`src/rtl/nes_rom_fetcher_if.sv`:
```
// AXI4 read-channel bundle between nes_rom_fetcher (master) and system memory (slave).
// Only the AR and R channels exist; the fetcher never writes.
//   arvalid/araddr/arlen/arsize/arburst : read address request, master -> slave
//   arready                             : address accepted, slave -> master
//   rvalid/rresp/rdata/rlast            : read data beat, slave -> master
//   rready                              : beat accepted, master -> slave
interface nes_rom_fetcher_if #(
  parameter int ADDR_W = 32,
  parameter int DATA_W = 64
);
  logic              arvalid;
  logic [ADDR_W-1:0] araddr;
  logic [7:0]        arlen;
  logic [2:0]        arsize;
  logic [1:0]        arburst;
  logic              arready;
  logic              rvalid;
  logic              rready;
  logic [1:0]        rresp;
  logic [DATA_W-1:0] rdata;
  logic              rlast;

  modport master (
    output arvalid, araddr, arlen, arsize, arburst, rready,
    input  arready, rvalid, rresp, rdata, rlast
  );

  modport slave (
    input  arvalid, araddr, arlen, arsize, arburst, rready,
    output arready, rvalid, rresp, rdata, rlast
  );
endinterface

```
`src/rtl/nes_rom_fetcher.sv`:
```
// nes_rom_fetcher: AXI4 read master that streams a ROM image from system memory
// into the game_loader byte interface. The image is split into INCR bursts that
// never cross a 4KB boundary; each data beat is held in a one-beat buffer and
// emitted little-endian as paced single-cycle byte strobes.
// Ports:
//   i_axi_clk, i_axi_rst     clock, synchronous active-low reset
//   i_start                  1-cycle start pulse, ignored while o_busy
//   i_base_addr, i_length    image address (beat-aligned internally) and byte count
//   o_busy, o_done, o_error  status; done/error are 1-cycle pulses
//   o_downloading            game_loader.downloading
//   o_loader_data/strobe     game_loader.indata / indata_clk
//   master                   AXI4 AR/R channels (nes_rom_fetcher_if.master)
module nes_rom_fetcher #(
  parameter int M_ADDR_WIDTH  = 32,
  parameter int M_DATA_WIDTH  = 64,
  parameter int MAX_BURST_LEN = 16,
  parameter int BYTE_GAP      = 0
) (
  input  logic                    i_axi_clk,
  input  logic                    i_axi_rst,
  input  logic                    i_start,
  input  logic [M_ADDR_WIDTH-1:0] i_base_addr,
  input  logic [24:0]             i_length,
  output logic                    o_busy,
  output logic                    o_done,
  output logic                    o_error,
  output logic                    o_downloading,
  output logic [7:0]              o_loader_data,
  output logic                    o_loader_strobe,
  nes_rom_fetcher_if.master       master
);
  localparam int NB    = M_DATA_WIDTH / 8;
  localparam int NB_W  = $clog2(NB);
  localparam int CNT_W = NB_W + 1;
  localparam int GAP_W = (BYTE_GAP > 0) ? $clog2(BYTE_GAP + 1) : 1;

  typedef enum logic [2:0] {
    S_IDLE, S_ADDR, S_DATA, S_SHIFT, S_DONE, S_DRAIN, S_ERR
  } state_t;

  state_t                  state_q, state_d;
  logic [M_ADDR_WIDTH-1:0] cur_addr_q;
  logic [24:0]             bytes_left_q;
  logic [M_DATA_WIDTH-1:0] beat_q;       // shifts right one byte per strobe
  logic [CNT_W-1:0]        beat_cnt_q;   // bytes still to emit from beat_q
  logic [GAP_W-1:0]        gap_q;        // idle cycles before next strobe
  logic                    beat_last_q;  // buffered beat carried rlast

  logic [25:0]             beats_left;
  logic [12:0]             beats_4k;
  logic [25:0]             burst_beats;
  logic [7:0]              arlen_c;
  logic                    rresp_err;
  logic                    strobe;
  logic                    last_in_beat;
  logic [CNT_W-1:0]        take_n;

  // Burst sizing: remaining beats, capped by MAX_BURST_LEN and by the
  // distance to the next 4KB page (AXI bursts must not cross it).
  assign beats_left = ({1'b0, bytes_left_q} + 26'(NB - 1)) >> NB_W;
  assign beats_4k   = (13'h1000 - {1'b0, cur_addr_q[11:0]}) >> NB_W;

  always_comb begin
    burst_beats = beats_left;
    if (burst_beats > 26'(MAX_BURST_LEN)) burst_beats = 26'(MAX_BURST_LEN);
    if (burst_beats > 26'(beats_4k))      burst_beats = 26'(beats_4k);
  end

  assign arlen_c      = 8'(burst_beats - 26'd1);
  // SLVERR (2'b10) and DECERR (2'b11) both abort.
  assign rresp_err    = (master.rresp == 2'b10) || (master.rresp == 2'b11);
  assign strobe       = (state_q == S_SHIFT) && (gap_q == '0);
  assign last_in_beat = (beat_cnt_q == CNT_W'(1));
  // A short final beat only yields the bytes still owed; the rest is dropped.
  assign take_n       = (bytes_left_q >= 25'(NB)) ? CNT_W'(NB) : bytes_left_q[CNT_W-1:0];

  // ---------------- state register ----------------
  always_ff @(posedge i_axi_clk) begin
    if (!i_axi_rst) state_q <= S_IDLE;
    else            state_q <= state_d;
  end

  // ---------------- next state ----------------
  always_comb begin
    state_d = state_q;
    unique case (state_q)
      // DONE/ERR are idle for start purposes, so a start on the pulse cycle is not lost.
      S_IDLE, S_DONE, S_ERR: begin
        state_d = S_IDLE;
        if (i_start) state_d = (i_length == 25'd0) ? S_DONE : S_ADDR;
      end
      S_ADDR: if (master.arready) state_d = S_DATA;
      S_DATA: begin
        if (master.rvalid) begin
          if (rresp_err) state_d = master.rlast ? S_ERR : S_DRAIN;
          else           state_d = S_SHIFT;
        end
      end
      S_SHIFT: begin
        if (strobe && last_in_beat) begin
          if (bytes_left_q == 25'd1) state_d = S_DONE;
          else if (beat_last_q)      state_d = S_ADDR;
          else                       state_d = S_DATA;
        end
      end
      S_DRAIN: if (master.rvalid && master.rlast) state_d = S_ERR;
      default: state_d = S_IDLE;
    endcase
  end

  // ---------------- datapath ----------------
  always_ff @(posedge i_axi_clk) begin
    if (!i_axi_rst) begin
      cur_addr_q   <= '0;
      bytes_left_q <= '0;
      beat_q       <= '0;
      beat_cnt_q   <= '0;
      gap_q        <= '0;
      beat_last_q  <= 1'b0;
    end else begin
      unique case (state_q)
        S_IDLE, S_DONE, S_ERR: begin
          if (i_start) begin
            cur_addr_q   <= i_base_addr & ~M_ADDR_WIDTH'(NB - 1);
            bytes_left_q <= i_length;
          end
        end
        // Advance to the next burst as soon as this one is accepted;
        // araddr is only driven in ADDR so nothing observes the early update.
        S_ADDR: begin
          if (master.arready)
            cur_addr_q <= cur_addr_q + (M_ADDR_WIDTH'(burst_beats) << NB_W);
        end
        S_DATA: begin
          if (master.rvalid && !rresp_err) begin
            beat_q      <= master.rdata;
            beat_cnt_q  <= take_n;
            gap_q       <= '0;
            beat_last_q <= master.rlast;
          end
        end
        S_SHIFT: begin
          if (strobe) begin
            beat_q       <= beat_q >> 8;
            beat_cnt_q   <= beat_cnt_q - CNT_W'(1);
            bytes_left_q <= bytes_left_q - 25'd1;
            gap_q        <= GAP_W'(BYTE_GAP);
          end else begin
            gap_q <= gap_q - GAP_W'(1);
          end
        end
        default: ;
      endcase
    end
  end

  // ---------------- outputs ----------------
  always_comb begin
    o_busy          = 1'b0;
    o_downloading   = 1'b0;
    o_done          = 1'b0;
    o_error         = 1'b0;
    o_loader_strobe = strobe;
    o_loader_data   = strobe ? beat_q[7:0] : 8'h00;
    master.arvalid  = 1'b0;
    master.araddr   = '0;
    master.arlen    = '0;
    master.arsize   = '0;
    master.arburst  = '0;
    master.rready   = 1'b0;
    unique case (state_q)
      S_ADDR: begin
        o_busy         = 1'b1;
        o_downloading  = 1'b1;
        master.arvalid = 1'b1;
        master.araddr  = cur_addr_q;
        master.arlen   = arlen_c;
        master.arsize  = 3'(NB_W);
        master.arburst = 2'b01;  // INCR
      end
      S_DATA, S_DRAIN: begin
        o_busy        = 1'b1;
        o_downloading = 1'b1;
        master.rready = 1'b1;
      end
      S_SHIFT: begin
        o_busy        = 1'b1;
        o_downloading = 1'b1;
      end
      S_DONE:  o_done  = 1'b1;
      S_ERR:   o_error = 1'b1;
      default: ;
    endcase
  end
endmodule

```
`src/flat_wrapper.sv`:
```
// flat-port wrapper written by rule: the top's interface ports become plain ports
module nes_rom_fetcher_flat 
#(
  parameter int M_ADDR_WIDTH  = 32,
  parameter int M_DATA_WIDTH  = 64,
  parameter int MAX_BURST_LEN = 16,
  parameter int BYTE_GAP      = 0
)
  (i_axi_clk, i_axi_rst, i_start, i_base_addr, i_length, o_busy, o_done, o_error, o_downloading, o_loader_data, o_loader_strobe, master_arvalid, master_araddr, master_arlen, master_arsize, master_arburst, master_rready, master_arready, master_rvalid, master_rresp, master_rdata, master_rlast);
  nes_rom_fetcher_if #(.ADDR_W(32), .DATA_W(64)) master_i ();
  input  logic i_axi_clk;
  input  logic i_axi_rst;
  input  logic i_start;
  input  logic [M_ADDR_WIDTH-1:0] i_base_addr;
  input  logic [24:0] i_length;
  output logic o_busy;
  output logic o_done;
  output logic o_error;
  output logic o_downloading;
  output logic [7:0] o_loader_data;
  output logic o_loader_strobe;
  output wire logic [$bits(master_i.arvalid)-1:0] master_arvalid;
  output wire logic [$bits(master_i.araddr)-1:0] master_araddr;
  output wire logic [$bits(master_i.arlen)-1:0] master_arlen;
  output wire logic [$bits(master_i.arsize)-1:0] master_arsize;
  output wire logic [$bits(master_i.arburst)-1:0] master_arburst;
  output wire logic [$bits(master_i.rready)-1:0] master_rready;
  input wire logic [$bits(master_i.arready)-1:0] master_arready;
  input wire logic [$bits(master_i.rvalid)-1:0] master_rvalid;
  input wire logic [$bits(master_i.rresp)-1:0] master_rresp;
  input wire logic [$bits(master_i.rdata)-1:0] master_rdata;
  input wire logic [$bits(master_i.rlast)-1:0] master_rlast;
  assign master_arvalid = master_i.arvalid;
  assign master_araddr = master_i.araddr;
  assign master_arlen = master_i.arlen;
  assign master_arsize = master_i.arsize;
  assign master_arburst = master_i.arburst;
  assign master_rready = master_i.rready;
  assign master_i.arready = master_arready;
  assign master_i.rvalid = master_rvalid;
  assign master_i.rresp = master_rresp;
  assign master_i.rdata = master_rdata;
  assign master_i.rlast = master_rlast;
  nes_rom_fetcher #(.M_ADDR_WIDTH(M_ADDR_WIDTH), .M_DATA_WIDTH(M_DATA_WIDTH), .MAX_BURST_LEN(MAX_BURST_LEN), .BYTE_GAP(BYTE_GAP)) u_core (.i_axi_clk(i_axi_clk), .i_axi_rst(i_axi_rst), .i_start(i_start), .i_base_addr(i_base_addr), .i_length(i_length), .o_busy(o_busy), .o_done(o_done), .o_error(o_error), .o_downloading(o_downloading), .o_loader_data(o_loader_data), .o_loader_strobe(o_loader_strobe), .master(master_i));
endmodule
```
`config.mk`:
```
export PLATFORM = sky130hd
export DESIGN_NAME = nes_rom_fetcher_flat
export DESIGN_NICKNAME = d
export VERILOG_FILES = /design/src/rtl/nes_rom_fetcher_if.sv /design/src/rtl/nes_rom_fetcher.sv /design/src/flat_wrapper.sv
export SDC_FILE = /design/constraint.sdc
export NUM_CORES = 1
export LEC_CHECK = 0
export CAP_MARGIN = 20
export CORE_ASPECT_RATIO = 1.2
export CORE_MARGIN = 3
export CORE_UTILIZATION = 52
export CTS_CLUSTER_SIZE = 14
export DETAILED_ROUTE_END_ITERATION = 12
export PLACE_DENSITY = 0.81
export SYNTH_ARGS = -nofsm -noshare
export SYNTH_HDL_FRONTEND = slang
export SYNTH_SLANG_ARGS = --single-unit
```
`constraint.sdc`:
```
create_clock -name i_axi_clk -period 9.4 [get_ports i_axi_clk]
set_input_delay 1.88 -clock i_axi_clk [delete_from_list [all_inputs] [get_ports i_axi_clk]]
set_output_delay 1.88 -clock i_axi_clk [all_outputs]
set_load 0.01 [all_outputs]
```
# Word level (Yosys, flattened, before mapping)
# Cells that the tools add are included.
[word_totals]
register_bits = 130
output_inout_bits = 60
[op_classes]
addsub = 7
order_cmp = 3
eq_ne = 17
mux = 39
bitwise = 1
reduce_logical = 20
[ops]
columns = ["op", "n"]
rows = [
  ["$mux W64", 2],
  ["$pmux W64 S2", 1],
  ["$mux W32", 3],
  ["$pmux W32 S2", 1],
  ["$mux W25", 2],
  ["$pmux W25 S2", 1],
  ["$mux W23", 2],
  ["$add A32 B29 Y32", 1],
  ["$add A25 B3 Y26 const B", 1],
  ["$gt A26 B10 Y1", 1],
  ["$eq A25 B1 Y1 const B", 1],
  ["$ge A25 B4 Y1 const B", 1],
  ["$logic_not A25 Y1", 1],
  ["$sub A25 B1 Y25 const B", 1],
  ["$mux W3", 8],
  ["$gt A23 B5 Y1 const B", 1],
  ["$mux W8", 2],
  ["$pmux W3 S5", 1],
  ["$sub A13 B12 Y13 const A", 1],
  ["$mux W4", 3],
  ["$eq A3 B3 Y1 const B", 3],
  ["$reduce_and A3 Y1", 3],
  ["$mux W1", 8],
  ["$ne A2 B2 Y1 const B", 4],
  ["other kinds (22)", 34],
]

# Depth between registers and ports, before layout
# Gate-level depths: netlist (run 1).
[depth]
depth_word = 8
ltp_mapped = 33
ltp_nobuf = 28

# Worst setup path before layout (run 1)
# OpenSTA, ideal clock, no wires.
[synth_path]
path_kind = "reg-to-output"
from = "register u_core.bytes_left_q[0]"
to = "output master_arlen[6]"
t_arrival_ps = 5654
required_time_ps = 7520
setup_slack_ps = 1866
stages_incl_launch_ff = 28
n_path_buf = 5
path_cell_list = "dfxtp_1 > buf_2 > inv_1 > ha_1 > nor2b_1 > buf_2 > or3_1 > buf_2 > nor3_1 > nor3_1 > or4_4 > or3_1 > buf_6 > or3_4 > ha_1 > nor2b_1 > o21ai_0 > a21o_1 > a211oi_1 > o21a_1 > clkbuf_1 > nor3_1 > a21o_1 > inv_1 > ha_1 > o311ai_4 > or3_1 > a21oi_1"
[synth_via]
elab_chain_cells = 7
[synth_rtl]
columns = ["item", "line_no", "source"]
rows = [
  ["start: declaration", "nes_rom_fetcher.sv:43", "logic [24:0] bytes_left_q;"],
  ["start signal: assignment", "nes_rom_fetcher.sv:125", "bytes_left_q <= i_length;"],
  ["start signal: assignment", "nes_rom_fetcher.sv:146", "bytes_left_q <= bytes_left_q - 25'd1;"],
  ["$add A25 B3 Y26 *", "nes_rom_fetcher.sv:60", "assign beats_left = ({1'b0, bytes_left_q} + 26'(NB - 1)) >> NB_W;"],
  ["$gt A23 B5 Y1", "nes_rom_fetcher.sv:65", "if (burst_beats > 26'(MAX_BURST_LEN)) burst_beats = 26'(MAX_BURST_LEN);"],
  ["$mux W23 *", "nes_rom_fetcher.sv:65", ""],
  ["$gt A26 B10 Y1", "nes_rom_fetcher.sv:66", "if (burst_beats > 26'(beats_4k)) burst_beats = 26'(beats_4k);"],
  ["$mux W23 *", "nes_rom_fetcher.sv:66", ""],
  ["$sub A8 B1 Y8 *", "nes_rom_fetcher.sv:69", "assign arlen_c = 8'(burst_beats - 26'd1);"],
  ["$mux W8 *", "nes_rom_fetcher.sv:171", "unique case (state_q)"],
  ["end: declaration", "flat_wrapper.sv:24", "output wire logic [$bits(master_i.arlen)-1:0] master_arlen;"],
]
# Every way passes the cells marked *; elsewhere a longest branch is shown, timed or not.

# Final worst setup path (run 1)
# Same ends and word-level chain as after synthesis.

==> results of run 1 <==
## flip-flops by register name, summed over array words and instances, names as in the netlist
register / flops
u_core.beat_cnt_q: 4
u_core.bytes_left_q: 25
u_core.gap_q: 1
u_core.beat_q: 64
u_core.cur_addr_q: 29
u_core.state_q: 3
u_core.beat_last_q: 1
## per-layer routing
layer / wire length, um / global-route usage (%) / up-vias / part of all wire (%)
met4: 760 / 10.35 / 0 / 2.9
li1: - / - / 4770 / -
met2: 12990 / 47.68 / 358 / 49
met3: 1731 / 5.748 / 52 / 6.5
met5: 0 / 0 / - / 0
met1: 11110 / 32.95 / 4473 / 42
## synth_stat cells (all sizes together) (9+ instances only)
master  count
dfxtp     127
a21oi      89
and2       17
and3       40
o21ai      74
xor2       14
a311oi     68
buf        23
nand4       9
xnor2      20
or3        11
nand2     208
a22oi      11
nor3       36
ha         40
nand3      30
nor2      165
a21o       14
clkbuf     90
o22ai      10
inv        24
nor2b       9
a211oi     15
nor4       19
a31oi      10
## power groups by stage
stage / logic, mW / registers, mW / clock network, mW
final: 2.00 / 0.865 / 0.661
after global routing: 2.23 / 0.886 / 0.694
after global placement: 1.90 / 0.862 / 0
after floorplan: 1.53 / 0.779 / 0
after CTS: 1.96 / 0.858 / 0.671
after detailed placement: 1.94 / 0.868 / 0
## how the worst min path moves through the flow
stage,endpoint,slack [ns]
4_1_cts,u_core.beat_q[57],0.46
3_5_place_dp,u_core.beat_q[57],0.45
5_1_grt,u_core.beat_q[56],0.48
6_report,u_core.beat_q[59],0.46
2_1_floorplan,u_core.beat_q[56],0.43
3_3_place_gp,u_core.beat_q[59],0.44
## cell families (layout without fill, tap and decap cells)
family	after synthesis	count (layout)	share of synthesized area, %
AOI/OAI and AO/OA	347	347	26.44
xor gates and xnor gates	34	34	3.312
adders and majority gates	41	41	5.788
buffers and inverters	137	247	6.386
DFF	127	127	28.27
muxes	5	5	0.5844
other	1	23	0.04170
and+or+nand+nor	570	570	29.18
## worst register-to-register path: cells and delay by family (launching register included)
kind	cells	cell delay (ns)
flops	1	0.50
fa+ha+maj	4	1.10
xor+xnor	1	0.08
compound gates	11	3.11
buf+inv	1	0.08
simple gates	10	2.94
## cell type report
cell class | instances | share of cell area, %
clock buffers | 17 | 3.744
clock inverters | 14 | 1.376
inverters | 24 | 0.7928
multi-input cells | 1020 | 52.53
flip-flops and latches | 127 | 22.37
well taps | 216 | 2.378
repair buffers | 192 | 16.80
==> summary.txt, run 1 <==
Reg-to-Reg Start: u_core.bytes_left_q[0]
# IOs: 189
Gpl congestion: 0.9773
Detailed-placement wirelength estimate: 18.39 mm
Register share of total power: 24.5%
Worst-Skew Late Latency: 0.43 ns
TNS Setup: 0 ns
Fin nets: 1552
Initial antenna violation count: 0
Dominant synthesized flop cell: dfxtp_1
Max-cap violations: 0
Synth async-reset ratio: 0%
Unrepaired setup endpoints after global routing: no
Placed insts: 1577
Worst EP arrival: 6.95 ns
Max incr delay on CP: 0.60 ns
Initial DRT Pass Iterations: 5
Largest net degree at the start of global routing: 115
Largest area contributor in the netlist: dfxtp_1
Final worst path period need: 8.834 ns
Setup CP Type: flip-flop to output pin
Die X: 126.0 um
Die area: 18910 um2
Clock Path Buffers: 2
Hold buffers post-CTS: 0
Worst EP required: 7.52 ns
Clock power frac: 18.7%
CP cell instances: inv_1, ha_1, nor2b_1, or3_1, nor3_1, nor3_1, or4_4, or3_1, or3_4, ha_1, nor2b_1, o21ai_0, a21o_1, a211oi_1, o21a_1, nor3_1, a21o_1, inv_1, ha_1, o311ai_4, or3_1, a21oi_1, clkdlybuf4s50_1
Area post-placement: 10750 um2
Period utilization: 93.98%
ANT cells: 0
First-pass GRT wire length: 42.84 mm
Critical path endpoint category: output pin
Yosys cell types: 77
Final worst slack: 0.5657 ns
Worst rel slew slack: 26.56%
Comb power frac: 56.7%
Total track usage: 27.31%
Clock root buffer: clkbuf_16
WL per Instance: 16.51 um
Pwr Total: 3.525 mW
Netlist Area Pre-Place: 8992 um2
Finish-stage setup viols: 0
Final Hold Viols: 0
H-tree depth: 4
CP max FO: 12
Sequential share of the synthesized area: 28.27%
Run status: complete, no violations
Switch share: 46.12%
Worst setup path end: master_arlen[6]
Final Cell Area: 11360 um2
Post-Route WL: 26.59 mm
Clk pin slew, worst setup/hold paths: 0.06 ns
Drt initial violations: 719
Int Pwr: 1.900 mW
Ys Warns: 0
Stages on worst setup path: 23
Number of synthesized register bits: 127
# fillers: 1459
Reg2reg end: u_core.cur_addr_q[25]
Power Dens Cells: 310.2 nW/um2
Core outline area: 16920 um2
Die Ht: 150.1 um
Slowest library cell on the worst path: or3_1
Vias per std cell: 5.996
Routed Antenna Nets: 0
Hold path depth: 2
CP Launch Point: u_core.bytes_left_q[0]
Final Skew: 0.01055 ns
Syn Inst Count: 1262
Switch Pwr: 1.626 mW
Worst Tran Pin Value: 1.102 ns
Synth Area per Inst: 7.125 um2
Clock sink count: 127
Pre-CTS setup slack: 1.042 ns
DRC violations left: 0
Peak VDD IR: 0.1382 mV
CP delay by family, top: simple AND/OR/NAND/NOR gates
FP Rows: 52
Hold_ws: 0.4551 ns
Final Non-Filler Cells: 1610
Port Buffers: 179
Leakage power: 4.378 nW
CTS resizes: 0
Via count: 9653
Reg2Reg Depth: 27
EDFF count, synth: 0
Number of global-route vias before repair: 8870
Max Clk Rate: 0.1132 GHz
Setup crit start kind: flip-flop
R2R setup slack: 1.48 ns
Most common cell after layout, fill and taps aside: nand2_1
Setup Fix Bufs, Post-CTS: 0
Layout cells sized above 1: 4.806%
Area contributors post-synth: dfxtp_1, nand2_1, nor2_1, a311oi_1, ha_1
Fin util: 67.17%
Hold wc startpoint: u_core.beat_q[59]
Top cell type's share of synthesized area: 28.27%
Overflow after GRT: 0
Cts bufs inserted: 17
Initial Utilization: 53.16%
Pins Over Slew Limit: 0
Worst Path Buf+Inv: 3
Commonest cells after routing, fill and taps aside: nand2_1, clkdlybuf4s50_1, nor2_1, dfxtp_1, a21oi_1
Worst min-delay path class: flip-flop to flip-flop
Register area: 2542 um2
Syn-to-layout area delta: 26.37%
CTS tree: built
Area of the multi-input gates: 5969 um2
(Power assumes the default switching activity.)
==> run 2, diff against run 1 <==
--- a/config.mk
+++ b/config.mk
@@ -11,6 +11,7 @@
 export CORE_UTILIZATION = 52
 export CTS_CLUSTER_SIZE = 14
 export DETAILED_ROUTE_END_ITERATION = 12
+export MAX_ROUTING_LAYER = met4
 export PLACE_DENSITY = 0.81
 export SYNTH_ARGS = -nofsm -noshare
 export SYNTH_HDL_FRONTEND = slang
==> summary.txt, run 2 (same netlist as run 1, synthesis figures left out) <==
Max incr delay on CP: 0.61 ns (about the same)
Worst Tran Pin Value: 1.082 ns (-0.01923 ns)
Pins Over Slew Limit: 0 (unchanged)
Gpl congestion: 0.9813 (+0.41%)
Worst-Skew Late Latency: 0.43 ns (about the same)
Commonest cells after routing, fill and taps aside: nand2_1, clkdlybuf4s50_1, nor2_1, dfxtp_1, a21oi_1
Overflow after GRT: 0 (unchanged)
Number of global-route vias before repair: 8957 (+0.98%)
Die X: 126.0 um (unchanged)
Final worst path period need: 8.934 ns (+0.09972 ns)
Reg-to-Reg Start: u_core.bytes_left_q[0]
Setup crit start kind: flip-flop
Clk pin slew, worst setup/hold paths: 0.06 ns (about the same)
Hold wc startpoint: u_core.beat_q[56]
Finish-stage setup viols: 0 (unchanged)
Hold_ws: 0.4577 ns (+0.002690 ns)
Clock root buffer: clkbuf_16
Max-cap violations: 0 (unchanged)
Power Dens Cells: 309.2 nW/um2 (-0.34%)
Largest regs: u_core.beat_q (64), u_core.cur_addr_q (29), u_core.bytes_left_q (25)
Worst EP required: 7.52 ns (about the same)
CP Launch Point: u_core.bytes_left_q[0]
Worst min-delay path class: flip-flop to flip-flop
Largest net degree at the start of global routing: 115 (unchanged)
Initial antenna violation count: 0 (unchanged)
ANT cells: 0 (unchanged)
Placed insts: 1576 (-0.063%)
CTS resizes: 0 (unchanged)
CTS tree: built
Routed Antenna Nets: 0 (unchanged)
TNS Setup: 0 ns (unchanged)
Vias per std cell: 6.040 (+0.75%)
Largest register FFs: 64 (unchanged)
DRC violations left: 0 (unchanged)
Clock Path Buffers: 2 (unchanged)
Final Skew: 0.009450 ns (-0.001104 ns)
Clock sink count: 127 (unchanged)
Cts bufs inserted: 17 (unchanged)
First-pass GRT wire length: 42.76 mm (-0.19%)
Worst Path Buf+Inv: 3 (unchanged)
CP delay by family, top: simple AND/OR/NAND/NOR gates
Total track usage: 27.98% (+0.68 points)
Port Buffers: 179 (unchanged)
Most common cell after layout, fill and taps aside: nand2_1
CP max FO: 12 (unchanged)
Hold buffers post-CTS: 0 (unchanged)
Most flops, register: u_core.beat_q
Initial Utilization: 53.16% (unchanged)
Critical path endpoint category: output pin
Unrepaired setup endpoints after global routing: no
Period utilization: 95.04% (+1.1 points)
FP Rows: 52 (unchanged)
Drt initial violations: 1016 (+41%)
Worst rel slew slack: 27.08% (+0.52 points)
Final Non-Filler Cells: 1610 (unchanged)
Setup CP Type: flip-flop to output pin
Peak VDD IR: 0.1438 mV (+4.1%)
Fin nets: 1551 (-0.064%)
Die area: 18910 um2 (unchanged)
Leakage power: 4.398 nW (+0.45%)
Max Clk Rate: 0.1119 GHz (-1.1%)
Setup Fix Bufs, Post-CTS: 0 (unchanged)
WL per Instance: 16.68 um (+1.0%)
Via count: 9725 (+0.75%)
# IOs: 189 (unchanged)
Core outline area: 16920 um2 (unchanged)
Run status: complete, no violations
Initial DRT Pass Iterations: 5 (unchanged)
H-tree depth: 4 (unchanged)
CP cell instances: inv_1, ha_1, nor2b_1, or3_1, nor3_1, nor3_1, or4_4, or3_1, or3_4, ha_1, nor2b_1, o21ai_0, a21o_1, a211oi_1, o21a_1, nor3_1, a21o_1, inv_1, ha_1, o311ai_4, or3_1, a21oi_1, clkdlybuf4s50_1
Post-Route WL: 26.86 mm (+1.0%)
Worst EP arrival: 7.05 ns (+0.10 ns)
Layout cells sized above 1: 4.806% (unchanged)
Final Hold Viols: 0 (unchanged)
Fin util: 67.27% (+0.096 points)
Syn-to-layout area delta: 26.55%
Die Ht: 150.1 um (unchanged)
Detailed-placement wirelength estimate: 18.75 mm (+2.0%)
Slowest library cell on the worst path: or3_1
[run 2: power breakdown]
part	internal [mW]	switching, mW
Combinational	0.814	1.18
Sequential	0.689	0.179
Clock	0.380	0.279
[run 2: stage by stage]
stage / setup WS [ns] / total power, mW / area (um2)
after floorplan: 1.866 / 2.307 / 9075
after global placement: 1.158 / 2.766 / 10740
after detailed placement: 1.003 / 2.814 / 10740
after CTS: 0.5061 / 3.486 / 11320
after global routing: 0.06536 / 3.799 / 11380
final: 0.4659 / 3.519 / 11380
[run 2: final cells by class]
type | count | area (um2)
clock buffers | 18 | 439.2
clock inverters | 14 | 146.4
fillers | 1445 | 5537
inverters | 24 | 90.09
multi-input cells | 1020 | 5969
flip-flops and latches | 127 | 2542
well taps | 216 | 270.3
repair buffers | 191 | 1922
[run 2: worst reg2reg max path, delay by kind of cell, from the launching register on]
family	cells	cell delay, ns
muxes	1	0.20
and+or+nand+nor	10	3.02
adders and majority gates	4	1.12
AOI/OAI and AO/OA	11	2.94
DFF	1	0.51
buffers and inverters	1	0.08
[run 2: layer usage]
layer | global-route usage [%] | wire, um | vias to the layer above
met3 | 5.070 | 1754 | 47
met4 | 10.25 | 637 | 0
li1 | - | - | 4782
met5 | - | 0 | -
met1 | 33.18 | 11300 | 4510
met2 | 47.58 | 13170 | 386
[run 2: path summary, 6_finish.rpt]
kind / cells after the start / endpoint / slack, ns
worst min register to register: 2 / u_core.beat_q[56] / 0.46
worst min-delay path: 2 / u_core.beat_q[56] / 0.46
worst max register to register: 27 / u_core.cur_addr_q[31] / 1.37
worst max-delay path: 23 / master_arlen[6] / 0.47
